**config.mk**
```make
export PLATFORM = sky130hd
export DESIGN_NAME = mod_updown_counter
export DESIGN_NICKNAME = d
export VERILOG_FILES = /design/src/rtl/counter_pkg.sv /design/src/rtl/mod_updown_next.sv /design/src/rtl/mod_updown_counter.sv
export SDC_FILE = /design/constraint.sdc
export NUM_CORES = 1
export LEC_CHECK = 0
export CAP_MARGIN = 30
export CORE_MARGIN = 2
export CORE_UTILIZATION = 37
export CTS_CLUSTER_SIZE = 24
export DETAILED_ROUTE_END_ITERATION = 8
export PLACE_DENSITY_LB_ADDON = 0.08
export REMOVE_ABC_BUFFERS = 1
export SETUP_SLACK_MARGIN = 0.5
export SLEW_MARGIN = 20
export SYNTH_ARGS = -nofsm -noshare
export SYNTH_HDL_FRONTEND = slang
export SYNTH_SLANG_ARGS = --single-unit
export TNS_END_PERCENT = 10
```
**constraint.sdc**
```tcl
create_clock -name CLK -period 10.91 [get_ports CLK]
set_clock_uncertainty 0.2 [all_clocks]
set_input_delay 2.7275 -clock CLK [delete_from_list [all_inputs] [get_ports CLK]]
set_output_delay 2.7275 -clock CLK [all_outputs]
set_load 0.005 [all_outputs]
```
**src/rtl/counter_pkg.sv**
```systemverilog
// Shared constants and helpers for the up/down counter family.
package counter_pkg;

  localparam int CNT_WRAP = 0;
  localparam int CNT_SAT  = 1;

  // Wide enough for any counter width used in the design; callers truncate.
  localparam int CLAMP_W = 32;

  function automatic logic [CLAMP_W-1:0] clamp(input logic [CLAMP_W-1:0] val,
                                               input logic [CLAMP_W-1:0] lim);
    return (val > lim) ? lim : val;
  endfunction

endpackage

```
**src/rtl/mod_updown_next.sv**
```systemverilog
// Combinational next-count logic: one up/down step with wrap or saturate at 0..limit.
module mod_updown_next
  import counter_pkg::*;
#(
  parameter int WIDTH    = 8,
  parameter int STEP_W   = 4,
  parameter int SAT_MODE = CNT_WRAP
) (
  input  logic [WIDTH-1:0]  count,
  input  logic [WIDTH-1:0]  limit,
  input  logic [STEP_W-1:0] step,
  input  logic              up_down,
  output logic [WIDTH-1:0]  count_nxt,
  output logic              ovf,
  output logic              unf
);

  localparam bit IS_SAT = (SAT_MODE == CNT_SAT);

  logic        [WIDTH:0] step_ext;
  logic        [WIDTH:0] limit_ext;
  logic        [WIDTH:0] sum;
  logic signed [WIDTH:0] diff;
  logic                  out_of_range;
  logic                  above_limit;
  logic                  borrow;

  assign step_ext  = {{(WIDTH + 1 - STEP_W){1'b0}}, step};
  assign limit_ext = {1'b0, limit};

  // One extra bit keeps the carry of count+step and the sign of count-step.
  assign sum  = {1'b0, count} + step_ext;
  assign diff = $signed({1'b0, count}) - $signed(step_ext);

  assign out_of_range = (count > limit);
  assign above_limit  = (sum > limit_ext);
  assign borrow       = diff[WIDTH];

  function automatic logic [WIDTH-1:0] up_target(input logic [WIDTH-1:0] lim);
    return IS_SAT ? lim : '0;
  endfunction

  function automatic logic [WIDTH-1:0] down_target(input logic [WIDTH-1:0] lim);
    return IS_SAT ? '0 : lim;
  endfunction

  always_comb begin
    count_nxt = count;
    ovf       = 1'b0;
    unf       = 1'b0;
    if (out_of_range) begin
      // LIMIT was lowered under the count: snap back silently.
      count_nxt = limit;
    end else if (up_down) begin
      if (!above_limit) begin
        count_nxt = sum[WIDTH-1:0];
      end else begin
        count_nxt = up_target(limit);
        ovf       = IS_SAT ? (count != limit) : 1'b1;
      end
    end else begin
      if (!borrow) begin
        count_nxt = diff[WIDTH-1:0];
      end else begin
        count_nxt = down_target(limit);
        unf       = IS_SAT ? (count != '0) : 1'b1;
      end
    end
  end

endmodule

```
**src/rtl/mod_updown_counter.sv**
```systemverilog
// Parametrised up/down counter with limit, load, step and wrap/saturate end mode.
module mod_updown_counter
  import counter_pkg::*;
#(
  parameter int WIDTH    = 8,
  parameter int STEP_W   = 4,
  parameter int SAT_MODE = CNT_WRAP
) (
  input  logic              CLK,
  input  logic              RESET,
  input  logic              EN,
  input  logic              UP_DOWN,
  input  logic              LOAD,
  input  logic [WIDTH-1:0]  LOAD_VAL,
  input  logic [WIDTH-1:0]  LIMIT,
  input  logic [STEP_W-1:0] STEP,
  output logic [WIDTH-1:0]  COUNT,
  output logic              TC,
  output logic              OVF,
  output logic              UNF
);

  logic [WIDTH-1:0] count_q, count_d;
  logic             ovf_q, ovf_d;
  logic             unf_q, unf_d;

  logic [WIDTH-1:0] step_count;
  logic             step_ovf;
  logic             step_unf;
  logic [WIDTH-1:0] load_count;

  mod_updown_next #(
    .WIDTH    (WIDTH),
    .STEP_W   (STEP_W),
    .SAT_MODE (SAT_MODE)
  ) u_next (
    .count     (count_q),
    .limit     (LIMIT),
    .step      (STEP),
    .up_down   (UP_DOWN),
    .count_nxt (step_count),
    .ovf       (step_ovf),
    .unf       (step_unf)
  );

  assign load_count = WIDTH'(clamp(CLAMP_W'(LOAD_VAL), CLAMP_W'(LIMIT)));

  // LOAD outranks EN; pulses default low so they last exactly one cycle.
  always_comb begin
    count_d = count_q;
    ovf_d   = 1'b0;
    unf_d   = 1'b0;
    if (LOAD) begin
      count_d = load_count;
    end else if (EN) begin
      count_d = step_count;
      ovf_d   = step_ovf;
      unf_d   = step_unf;
    end
  end

  always_ff @(posedge CLK) begin
    if (RESET) begin
      count_q <= '0;
      ovf_q   <= 1'b0;
      unf_q   <= 1'b0;
    end else begin
      count_q <= count_d;
      ovf_q   <= ovf_d;
      unf_q   <= unf_d;
    end
  end

  assign COUNT = count_q;
  assign OVF   = ovf_q;
  assign UNF   = unf_q;
  assign TC    = UP_DOWN ? (count_q == LIMIT) : (count_q == '0);

endmodule

```
==> Word level (Yosys, flattened, before mapping) <==
Index checks and enable logic that the tools add are counted.
W data, S select, Z words.
{ "totals": {"word_cells": 25, "reg_bits": 10, "inputBits": 25} }
{ "op_classes": {"n_mux": 10, "n_eq_ne": 1, "add_sub_neg": 2, "n_reduce_logical": 4, "n_lt_le_gt_ge": 3, "n_bitwise": 2} }
{ "op_table": {"columns": ["op", "n"], "rows": [
  ["$mux W8", 7],
  ["$gt A8 B8 Y1", 2],
  ["$reduce_or A5 Y1", 2],
  ["$add A8 B4 Y9", 1],
  ["$gt A9 B8 Y1", 1],
  ["$sub A8 B4 Y9", 1],
  ["$eq A8 B8 Y1", 1],
  ["$logic_not A8 Y1", 1],
  ["$mux W1", 3],
  ["$not A1 Y1", 2],
  ["$reduce_bool A2 Y1", 1]
]} }

==> Logic depth before layout (Yosys ltp) <==
{ "logic_depth": {"depth_word": 7, "mapped_depth": 14} }

==> Cells and area by module <==
A second synthesis with hierarchy kept.
{ "unflattened": {"hier_cells": 250, "hier_area_um2": 2089.5} }
{ "by_module_without_submodules": {"columns": ["mod", "n_inst", "area_per_inst_um2", "cells_each"], "rows": [
  ["mod_updown_next", 1, 1212.4, 148],
  ["mod_updown_counter", 1, 877.1, 102]
]} }

==> Worst setup path after synthesis <==
Ideal clock, no wire load.
{ "synth_timing": {"path_kind": "input-to-output", "start": "input LIMIT[7]", "end": "output TC", "t_arrival_ns": 3.564, "slack_ns": 4.418, "n_path_buf": 0, "cell_stages": 5, "required_ns": 7.983, "path_cell_list": "inv_1 > ha_1 > nand4_1 > nor2_1 > a22o_1"} }
{ "synth_between": {"elab_chain_cells": 2} }
{ "synth_lines": {"columns": ["item", "line_no", "text"], "rows": [
  ["from (decl)", "mod_updown_counter.sv:15", "input logic [WIDTH-1:0] LIMIT,"],
  ["$eq A8 B8 Y1", "mod_updown_counter.sv:77", "assign TC = UP_DOWN ? (count_q == LIMIT) : (count_q == '0);"],
  ["$mux W1", "mod_updown_counter.sv:77", null],
  ["to (decl)", "mod_updown_counter.sv:18", "output logic TC,"]
]} }
Every way passes these cells.

==> Final worst setup path <==
{ "layout_timing": {"start": "input LIMIT[6]", "end": "output TC"} }
Same word-level chain as after synthesis.

==> impl_metrics.json <==
{
  "worst_pin_slew_ns": 0.534,
  "mappedNetlistArea_mm2": 0.00188,
  "cts.path.max_buffers": 2,
  "rsz0062_at_grt": "false",
  "rows": 25,
  "path_buf_inv": 3,
  "min_period_over_period": 0.706,
  "gp_congestion": 0.881,
  "crit_path_end_kind": "output pin",
  "wl_met2_um": 2410,
  "power_density_mw_per_mm2": 120,
  "synth_commonest_cells": "ha_1 (32), inv_1 (21), a21oi_1 (14), nor2_1 (14), nand2_1 (11)",
  "hpwl_um": 4540,
  "grt_pass1_vias": 1766,
  "grtUsageTotal": 0.203,
  "rr_worst_depth": 12,
  "rrSetupSlack_ns": 7.07,
  "hold_path_class": "flop to flop",
  "start_util": 0.390,
  "p_leak_uw": 0.000976,
  "synth.area.top_cells": "ha_1 (21%), dfxtp_1 (11%), inv_1 (4.2%)",
  "pwr-share-seq": 0.206,
  "wirelength_um": 5390,
  "max_freq_mhz": 130,
  "reg2reg_to": "COUNT[5]",
  "cts_tree": "yes",
  "ys_seq_area_frac": 0.107,
  "vias": 1870,
  "final_core_util": 0.481,
  "startpoint_type": "input pin",
  "drive_gt1_frac": 0.0843,
  "syn_inst": 232,
  "clkTransAtPathRegs_ns": 0.05,
  "clock_power_share": 0.172,
  "worstPathRequired_ns": 7.98,
  "async_flop_share": 0,
  "seq_area_um2": 200,
  "path_cells": "clkdlybuf4s50_1 -> inv_1 -> ha_1 -> nand4_1 -> nor2_1 -> a22o_1 -> clkdlybuf4s50_1",
  "htree_levels": 1,
  "fill_cells": 491,
  "firstDrtPassIters": 4,
  "synth_edf_count": 0,
  "hold_viol_final": 0,
  "worstSetupStartpoint": "LIMIT[6]",
  "ys_warn_count": 0,
  "yosysUniqueCellTypes": 58,
  "fin_crit_ns": 7.70,
  "crit_type": "input pin to output pin",
  "grt_first_pass_wirelength_um": 8780,
  "yosys.area.top_type_share": 0.213,
  "yosysMostFrequentCell": "ha_1",
  "crit_path_top_delay_cell": "clkdlybuf4s50_1",
  "max_stage_delay_ns": 0.51,
  "wl_per_cell_um": 16.4,
  "synth_flop_cell": "dfxtp_1",
  "cp_max_fo": 4,
  "hold-worst-slack_ns": 0.464,
  "pwr-share-comb": 0.622,
  "cp.depth": 7,
  "viasPerCell": 5.70,
  "status": "complete, no violations",
  "cap_violations": 0,
  "synth_seq_cells": 10,
  "cp_common_cell": "clkdlybuf4s50_1",
  "multi_input_area_mm2": 0.00155,
  "die_x_um": 75.2,
  "antenna_cells": 0,
  "p_int_uw": 155,
  "endpoint": "TC",
  "core_region_area_mm2": 0.00482,
  "io_buffers": 35,
  "final_nets": 321,
  "timing.rr.start": "COUNT[2]",
  "worstSkewPairLatency_ns": 0.24,
  "ctsHoldBuffers": 0,
  "ioPinCount": 36,
  "first_iter_violations": 131,
  "antenna_found_initial": 0,
  "grt_max_degree": 16,
  "post_cts_resized": 0,
  "post-route-drc-count": 0,
  "dieArea_mm2": 0.00566,
  "met1Wirelength_um": 2720,
  "dr_wl_met3_um": 249,
  "highest_layer": "met4",
  "peakVddDrop_mv": 0.0753,
  "antenna_left": 0,
  "cts.sinks": 10,
  "syn_to_final_growth_pct": 23.3,
  "swShare": 0.441,
  "crit_family": "buffers and inverters",
  "maxSlewViolCount": 0,
  "yosys.area.top_type": "ha_1",
  "avgSynthCellArea_um2": 8.10,
  "cts_root_buf": "clkbuf_8",
  "grt_overflow": 0,
  "crit_arrival_ns": 4.77,
  "cts_setup_buffers": 0,
  "switching_power_uw": 123,
  "die_y_um": 75.2,
  "setup_viol": 0,
  "max_slew_margin": 0.643,
  "cts_buffers": 3,
  "tns_ns": 0
}
layout by cell type, fill, tap and decap left out, types with 4 or more instances in the layout:
| cell type | count |
|---|---|
| a211oi_1 | 5 |
| a21oi_1 | 14 |
| a22oi_1 | 4 |
| clkbuf_8 | 4 |
| clkdlybuf4s50_1 | 35 |
| dfxtp_1 | 10 |
| ha_1 | 32 |
| inv_1 | 21 |
| mux2_2 | 5 |
| mux2i_1 | 4 |
| nand2_1 | 11 |
| nand2b_1 | 6 |
| nand3_1 | 4 |
| nand4_1 | 6 |
| nor2_1 | 14 |
| nor2b_1 | 4 |
| nor3_1 | 4 |
| nor4_1 | 4 |
| o21ai_0 | 6 |
| o22ai_1 | 4 |
| o32ai_1 | 4 |
| xor2_1 | 5 |
power groups by stage:
stage | Clock (uW) | Sequential, uW | Combinational (uW)
floorplan | 0 | 53.6 | 115
global placement | 0 | 57.7 | 172
detailed placement | 0 | 57.4 | 171
CTS | 48.2 | 56.7 | 172
global route | 50.5 | 58.1 | 192
finish | 47.7 | 57.1 | 173
worst register-to-register path, cell delays in order (launching register included):
cell       delay, ns
dfxtp_1         0.47
ha_1            0.38
or3b_4          0.42
and3_4          0.20
o311ai_4        0.27
o31ai_2         0.14
ha_1            0.33
nand3_1         0.15
a211oi_1        0.23
a2bb2oi_1       0.37
nor2_1          0.12
o21ai_1         0.30
o32ai_1         0.15
cell families after synthesis:
kind of cell | after synthesis | synth area share
compound gates | 71 | 0.293
simple gates | 69 | 0.207
fa+ha+maj | 34 | 0.235
buf+inv | 31 | 0.0700
flops | 10 | 0.107
mux | 9 | 0.0513
xor+xnor | 8 | 0.0373
metal layers:
metal,up-vias,GRT usage
li1,942,-
met1,881,0.294
met2,45,0.329
met3,2,0.0388
met4,0,0.00975
met5,-,0
cell type report:
| class | count | share of cell area |
|---|---|---|
| flip-flops and latches | 10 | 0.0865 |
| inverters | 21 | 0.0341 |
| well taps | 67 | 0.0362 |
| repair buffers | 35 | 0.151 |
| multi-input cells | 191 | 0.668 |
| clock buffers | 4 | 0.0238 |
worst min path at each step:
stage | slack [ns] | from | cells past startpoint | endpoint
finish | 0.46 | COUNT[3] | 2 | COUNT[3]
CTS | 0.45 | COUNT[3] | 2 | COUNT[3]
floorplan | 0.37 | COUNT[3] | 2 | COUNT[3]
detailed placement | 0.44 | COUNT[3] | 2 | COUNT[3]
global placement | 0.46 | COUNT[3] | 2 | COUNT[3]
global route | 0.47 | COUNT[3] | 2 | COUNT[3]
stage by stage:
step	instances	instance area, um^2	setup WS (ns)	total power [uW]
floorplan	222	1830	4.42	168
global placement	324	2260	3.24	229
detailed placement	324	2260	3.20	228
CTS	328	2310	3.21	277
global route	328	2310	3.13	300
finish	328	2310	3.21	278
registers in the layout, indices dropped and copies added (netlist names):
| name | cells |
|---|---|
| OVF | 1 |
| UNF | 1 |
| COUNT | 8 |
Note: power is estimated with default switching activity, not from simulation.
